`config.mk`:
```
export PLATFORM = sky130hd
export DESIGN_NAME = snn_pattern_sequencer
export DESIGN_NICKNAME = d
export VERILOG_FILES = /design/src/rtl/snn_seq_pkg.sv /design/src/rtl/snn_spike_counter.sv /design/src/rtl/snn_pattern_sequencer.sv
export SDC_FILE = /design/constraint.sdc
export NUM_CORES = 1
export LEC_CHECK = 0
export BUFFER_PORTS_ARGS = -buffer_cell sky130_fd_sc_hd__buf_4
export CAP_MARGIN = 10
export CORE_MARGIN = 1
export CORE_UTILIZATION = 25
export DETAILED_ROUTE_END_ITERATION = 10
export MAX_ROUTING_LAYER = met4
export PLACE_DENSITY_LB_ADDON = 0.08
export SYNTH_ARGS = -nofsm -noshare
export SYNTH_HDL_FRONTEND = slang
export SYNTH_HIERARCHICAL = 1
export SYNTH_SLANG_ARGS = --single-unit
```
`constraint.sdc`:
```
create_clock -name clk -period 1.8 [get_ports clk]
set_clock_uncertainty 0.1 [all_clocks]
set_input_delay 0.09 -clock clk [delete_from_list [all_inputs] [get_ports clk]]
set_output_delay 0.09 -clock clk [all_outputs]
set_load 0.005 [all_outputs]
```
`src/rtl/snn_seq_pkg.sv`:
```
// Shared types and constants for the spiking-network pattern sequencer.
package snn_seq_pkg;

  typedef enum logic [1:0] {
    IDLE   = 2'd0,
    SPIKE  = 2'd1,
    SETTLE = 2'd2,
    REPORT = 2'd3
  } seq_state_e;

  localparam int CNT_W = 8;
  localparam logic [CNT_W-1:0] CNT_MAX = 8'd255;

  localparam logic [2:0] DEF_W = 3'b111;
  localparam logic [CNT_W-1:0] DEF_TH1 = 8'd4;
  localparam logic [CNT_W-1:0] DEF_TH2 = 8'd4;
  localparam logic [CNT_W-1:0] DEF_TH3 = 8'd2;

endpackage

```
`src/rtl/snn_spike_counter.sv`:
```
// Saturating event counter with synchronous clear, used for output spike tallies.
module snn_spike_counter
  import snn_seq_pkg::*;
(
  input  logic             clk,
  input  logic             rst,
  input  logic             clr,
  input  logic             inc,
  output logic [CNT_W-1:0] count
);

  // Clear wins over increment; the count sticks at CNT_MAX instead of wrapping.
  always_ff @(posedge clk or posedge rst) begin
    if (rst) begin
      count <= '0;
    end else if (clr) begin
      count <= '0;
    end else if (inc && (count != CNT_MAX)) begin
      count <= count + 1'b1;
    end
  end

endmodule

```
`src/rtl/snn_pattern_sequencer.sv`:
```
// Presents a 2-bit pattern to a small spiking network as repeated input spikes,
// tallies the network's positive/negative output spikes and reports the class.
module snn_pattern_sequencer
  import snn_seq_pkg::*;
#(
  parameter int NUM_PRES   = 4,
  parameter int PERIOD     = 2,
  parameter int SETTLE_CYC = 8
) (
  input  logic             clk,
  input  logic             rst,
  input  logic             in_valid,
  output logic             in_ready,
  input  logic [1:0]       in_pattern,
  input  logic             cfg_we,
  input  logic [2:0]       cfg_w,
  input  logic [CNT_W-1:0] cfg_th1,
  input  logic [CNT_W-1:0] cfg_th2,
  input  logic [CNT_W-1:0] cfg_th3,
  output logic             w1,
  output logic             w2,
  output logic             w3,
  output logic [CNT_W-1:0] th1,
  output logic [CNT_W-1:0] th2,
  output logic [CNT_W-1:0] th3,
  output logic             p_in_1,
  output logic             n_in_1,
  output logic             p_in_2,
  output logic             n_in_2,
  input  logic             p_out_3,
  input  logic             n_out_3,
  output logic             res_valid,
  input  logic             res_ready,
  output logic             res_class,
  output logic             res_tie,
  output logic [CNT_W-1:0] res_pos_cnt,
  output logic [CNT_W-1:0] res_neg_cnt
);

  localparam logic [CNT_W-1:0] PHASE_LAST  = CNT_W'(PERIOD - 1);
  localparam logic [CNT_W-1:0] PRES_LAST   = CNT_W'(NUM_PRES - 1);
  localparam logic [CNT_W-1:0] SETTLE_LAST = CNT_W'((SETTLE_CYC > 0) ? SETTLE_CYC - 1 : 0);

  seq_state_e       state_q;
  seq_state_e       state_d;
  logic [CNT_W-1:0] phase_q;
  logic [CNT_W-1:0] pres_q;
  logic [CNT_W-1:0] settle_q;
  logic [1:0]       pattern_q;
  logic [2:0]       w_q;
  logic [CNT_W-1:0] th1_q;
  logic [CNT_W-1:0] th2_q;
  logic [CNT_W-1:0] th3_q;
  logic [CNT_W-1:0] pos_cnt;
  logic [CNT_W-1:0] neg_cnt;

  logic accept;
  logic last_phase;
  logic last_pres;
  logic counting;
  logic spike_now;

  assign accept     = in_valid && (state_q == IDLE);
  assign last_phase = (phase_q == PHASE_LAST);
  assign last_pres  = (pres_q == PRES_LAST);
  assign counting   = (state_q == SPIKE) || (state_q == SETTLE);
  assign spike_now  = (state_q == SPIKE) && (phase_q == '0);

  // State register; reset drops straight back to IDLE, aborting any sequence.
  always_ff @(posedge clk or posedge rst) begin
    if (rst) begin
      state_q <= IDLE;
    end else begin
      state_q <= state_d;
    end
  end

  // Next-state logic: spike train, optional quiet window, then hold the result.
  always_comb begin
    state_d = state_q;
    case (state_q)
      IDLE: begin
        if (accept) state_d = SPIKE;
      end
      SPIKE: begin
        if (last_phase && last_pres) begin
          state_d = (SETTLE_CYC == 0) ? REPORT : SETTLE;
        end
      end
      SETTLE: begin
        if (settle_q == SETTLE_LAST) state_d = REPORT;
      end
      REPORT: begin
        if (res_ready) state_d = IDLE;
      end
      default: state_d = IDLE;
    endcase
  end

  // Phase, presentation and settle timers plus the pattern captured at acceptance.
  always_ff @(posedge clk or posedge rst) begin
    if (rst) begin
      phase_q   <= '0;
      pres_q    <= '0;
      settle_q  <= '0;
      pattern_q <= '0;
    end else begin
      case (state_q)
        IDLE: begin
          if (accept) begin
            phase_q   <= '0;
            pres_q    <= '0;
            settle_q  <= '0;
            pattern_q <= in_pattern;
          end
        end
        SPIKE: begin
          if (last_phase) begin
            phase_q <= '0;
            if (!last_pres) pres_q <= pres_q + 1'b1;
          end else begin
            phase_q <= phase_q + 1'b1;
          end
        end
        SETTLE: begin
          settle_q <= settle_q + 1'b1;
        end
        default: ;
      endcase
    end
  end

  // Network configuration registers; writes only land while the sequencer is idle.
  always_ff @(posedge clk or posedge rst) begin
    if (rst) begin
      w_q   <= DEF_W;
      th1_q <= DEF_TH1;
      th2_q <= DEF_TH2;
      th3_q <= DEF_TH3;
    end else if (cfg_we && (state_q == IDLE)) begin
      w_q   <= cfg_w;
      th1_q <= cfg_th1;
      th2_q <= cfg_th2;
      th3_q <= cfg_th3;
    end
  end

  snn_spike_counter u_pos_cnt (
    .clk   (clk),
    .rst   (rst),
    .clr   (accept),
    .inc   (counting && p_out_3),
    .count (pos_cnt)
  );

  snn_spike_counter u_neg_cnt (
    .clk   (clk),
    .rst   (rst),
    .clr   (accept),
    .inc   (counting && n_out_3),
    .count (neg_cnt)
  );

  assign in_ready = (state_q == IDLE);

  assign w1  = w_q[0];
  assign w2  = w_q[1];
  assign w3  = w_q[2];
  assign th1 = th1_q;
  assign th2 = th2_q;
  assign th3 = th3_q;

  assign p_in_1 = spike_now &&  pattern_q[0];
  assign n_in_1 = spike_now && !pattern_q[0];
  assign p_in_2 = spike_now &&  pattern_q[1];
  assign n_in_2 = spike_now && !pattern_q[1];

  assign res_valid   = (state_q == REPORT);
  assign res_pos_cnt = res_valid ? pos_cnt : '0;
  assign res_neg_cnt = res_valid ? neg_cnt : '0;
  assign res_class   = res_valid && (pos_cnt > neg_cnt);
  assign res_tie     = res_valid && (pos_cnt == neg_cnt);

endmodule

```
==> key figures <==
Outcome
  • Outcome: finished with violations
  • Failing checks: negative setup slack

Clock tree
  • Root buf cell: clkbuf_16
  • Max Root-Sink Buffers: 2
  • Clk slew on worst S/H paths: 0.06 ns
  • TritonCTS Sinks: 71
  • CTS tree: yes
  • H-tree lvl count: 3
  • CTS Buf Count: 9
  • Worst-Skew Late Latency: about 0.34 ns

Cells and area
  • Register Area: 0.00179 mm²
  • Nets: between 600 and 700
  • Final design area excluding fillers: 0.00637 mm²
  • Antenna cells: 0
  • Area Growth Syn to Fin: 61.4%
  • Fillers: approximately 1500
  • Layout cell share with drive strength beyond 1: 50.9%
  • Multi-input logic area: 0.00226 mm²
  • Layout Cells excl Fill: 777

STA
  • Worst slew pin tran: 0.416 ns
  • RSZ-0062 raised after global routing: true
  • Slew Viols, Final: 0
  • F_max: between 0.5 and 0.6 GHz
  • Final setup viols: 18
  • Relative slew slack: 71.9%
  • WHS: 0.142 ns
  • Final period utilization: 110%
  • Final Critical Period: 1.98 ns
  • Final worst setup slack: -0.183 ns
  • Fin. Hold Viols: 0

Yosys
  • Syn. warnings: 6
  • Synthesized area: 0.00395 mm²
  • Syn_area_per_cell: 10.8 µm²
  • Most common cell in the netlist: dfrtp_1
  • Top cells by area, synth: dfrtp_1 (41%), mux2_2 (8.6%), ha_1 (6.0%)
  • Synth cell types: 58
  • Synth top cells by count: dfrtp_1 (65), nor2_1 (31), mux2_2 (30)
  • Register area share after synthesis: 45.2%
  • Ys async rst share: between 90% and 100%
  • Area leader, netlist: dfrtp_1
  • Synth Register Bits: 71
  • Mapped Cells: 365
  • Mapped Nets: 420
  • Number of flops mapped to enable cells by yosys: 0
  • Top_reg_cell synth: dfrtp_1
  • Top cell type's share of synthesized area: 41.2%

Floorplan
  • Core ar.: ~0.015 mm²
  • Die W: ~130 µm
  • IO Count: 87
  • Starting density of the core: around a quarter
  • Die area: about 0.016 mm²
  • FP Rows: 45
  • Chip height: around 130 µm

Setup path
  • Worst EP arrival: 1.79 ns
  • Critical path type: flip-flop to output pin
  • Cell chain of the critical path: inv_2 -> ha_4 -> nor2b_4 -> o21a_1 -> o21a_1 -> o21bai_1 -> a21oi_1 -> buf_4
  • CP Launch Type: flip-flop
  • Critical path data required time: 1.61 ns
  • Most used cell along the critical path: o21a_1
  • Crit end category: output pin
  • Max incr delay on CP: 0.39 ns
  • CP Max Fanout: 2
  • Slowest stage cell on the critical path: dfrtp_1
  • Worst Reg-to-Reg Cells: 6

Place
  • Port Buffers: 86
  • GP Congestion: 0.754
  • HPWL after DPL: 7210 µm
  • Post-Place Cells: a little over 700
  • DP Worst Slack: -0.163 ns
  • Placed Area: about 0.0053 mm²

Global routing
  • Largest net degree at the start of global routing: 56
  • Initial antenna violation count: 0
  • GRT overflow: 0
  • First-pass GRT wire length: between 15000 and 20000 µm
  • Number of global-route vias before repair: around 3600
  • Gr usage total: 14.1%

Power and ir drop
  • Pwr dens: 876 mW/mm²
  • VDD IR max: 428 µV
  • Static Leak: 3.07 nW
  • Tot Pwr: 5.58 mW

Detailed routing
  • Total wire length: 10700 µm
  • TritonRoute pass-1 iters: 4
  • Drt via density: 4.40
  • Remaining antenna violation count: 0
  • DR vias: 3416
  • Routed len/inst: 13.8 µm
  • DRC errors left: 0
  • Drt initial violations: 123

Worst hold path
  • WHS Path Cells: 5
  • Min-delay worst type: input pin to flip-flop

Run
  • Max_cap viols: 0
[cells in the final DEF, fill, tap and decap left out, types with 8 or more instances in the layout]
master         count
and2_1            10
buf_4            146
a21oi_1            8
nand3_1           14
buf_6             16
dlygate4sd3_1     30
dfrtp_1           58
nand4_1           13
clkbuf_16          9
mux2_2            29
inv_1             16
nand2_1           19
nor2_1            29
ha_1              11
mux2_4            10
nor2b_1            8
[worst paths after layout]
check	start	end	slack [ns]
min in group asynchronous	rst	u_neg_cnt/count[1]$_DFFE_PP0P_	0.20
setup / recovery	u_neg_cnt/count[1]$_DFFE_PP0P_	res_class	-0.18
hold / removal	in_valid	phase_q[0]$_DFFE_PP0P_	0.14
max in group asynchronous	rst	w_q[2]$_DFFE_PP1P_	1.01
setup reg to reg	state_q[0]$_DFFE_PP0P_	u_pos_cnt/count[5]$_DFFE_PP0P_	-0.11
hold reg to reg	th3[5]$_DFFE_PP0P_	th3[5]$_DFFE_PP0P_	0.41
[worst max-delay path, delay by kind of cell, from the launching register on]
family / cells / cell delay (ns)
flip-flops: 1 / 0.39
AO/OA/AOI/OAI: 4 / 0.52
buffers and inverters: 2 / 0.22
adder cells (fa/ha/maj): 1 / 0.20
AND/OR/NAND/NOR: 1 / 0.12
[what timing repair did]
action	4_1_cts	5_1_grt
hold buffers	30	0
gates resized for setup	28	46
setup endpoints to repair	22	32
endpoints found under the hold margin	94	0
pin swaps	19	22
buffers inserted	10	11
[routing by layer]
layer	up-vias	GRT usage, %	routed length [µm]
met2	66	23.0	5330
met4	0	3.67	87
li1	1686	-	-
met5	-	-	0
met1	1659	16.8	4940
met3	5	4.22	356
[flip-flops by register name (all words and copies together), names as in the netlist]
signal	cells
u_pos_cnt/count	8
phase_q	8
w_q	3
th2	8
pattern_q	2
th3	8
u_neg_cnt/count	8
pres_q	8
state_q	2
th1	8
settle_q	8
[power breakdown]
| group | internal [mW] | switching, mW |
|---|---|---|
| combinational | 0.929 | 0.688 |
| clock | 1.23 | 0.763 |
| sequential | 1.77 | 0.202 |
| total | 3.93 | 1.65 |
[through the flow]
stage,utilization (%),setup TNS (ns)
2_1_floorplan,-,-0.0782
3_3_place_gp,34.5,-0.242
5_1_grt,41.6,-2.92
4_1_cts,39.6,-0.957
6_report,41.6,-1.15
3_5_place_dp,34.5,-0.898
[area by class of cell]
type / count / area share, %
timing repair buffer: 195 / 25.7
inverter: 22 / 1.34
multi-input combinational: 262 / 35.5
clock inverter: 7 / 1.63
clock buffer: 9 / 3.53
sequential: 71 / 28.1
tap: 211 / 4.14
[kinds of logic after synthesis]
family	count (synthesis)	share of synthesized area, %
buffers and inverters	32	3.96
and+or+nand+nor	139	19.4
DFF	71	45.2
adders and majority gates	19	6.02
muxes	44	13.2
AOI/OAI and AO/OA	51	10.3
xor gates and xnor gates	9	2.00
Note: power is estimated with default switching activity, not from simulation.
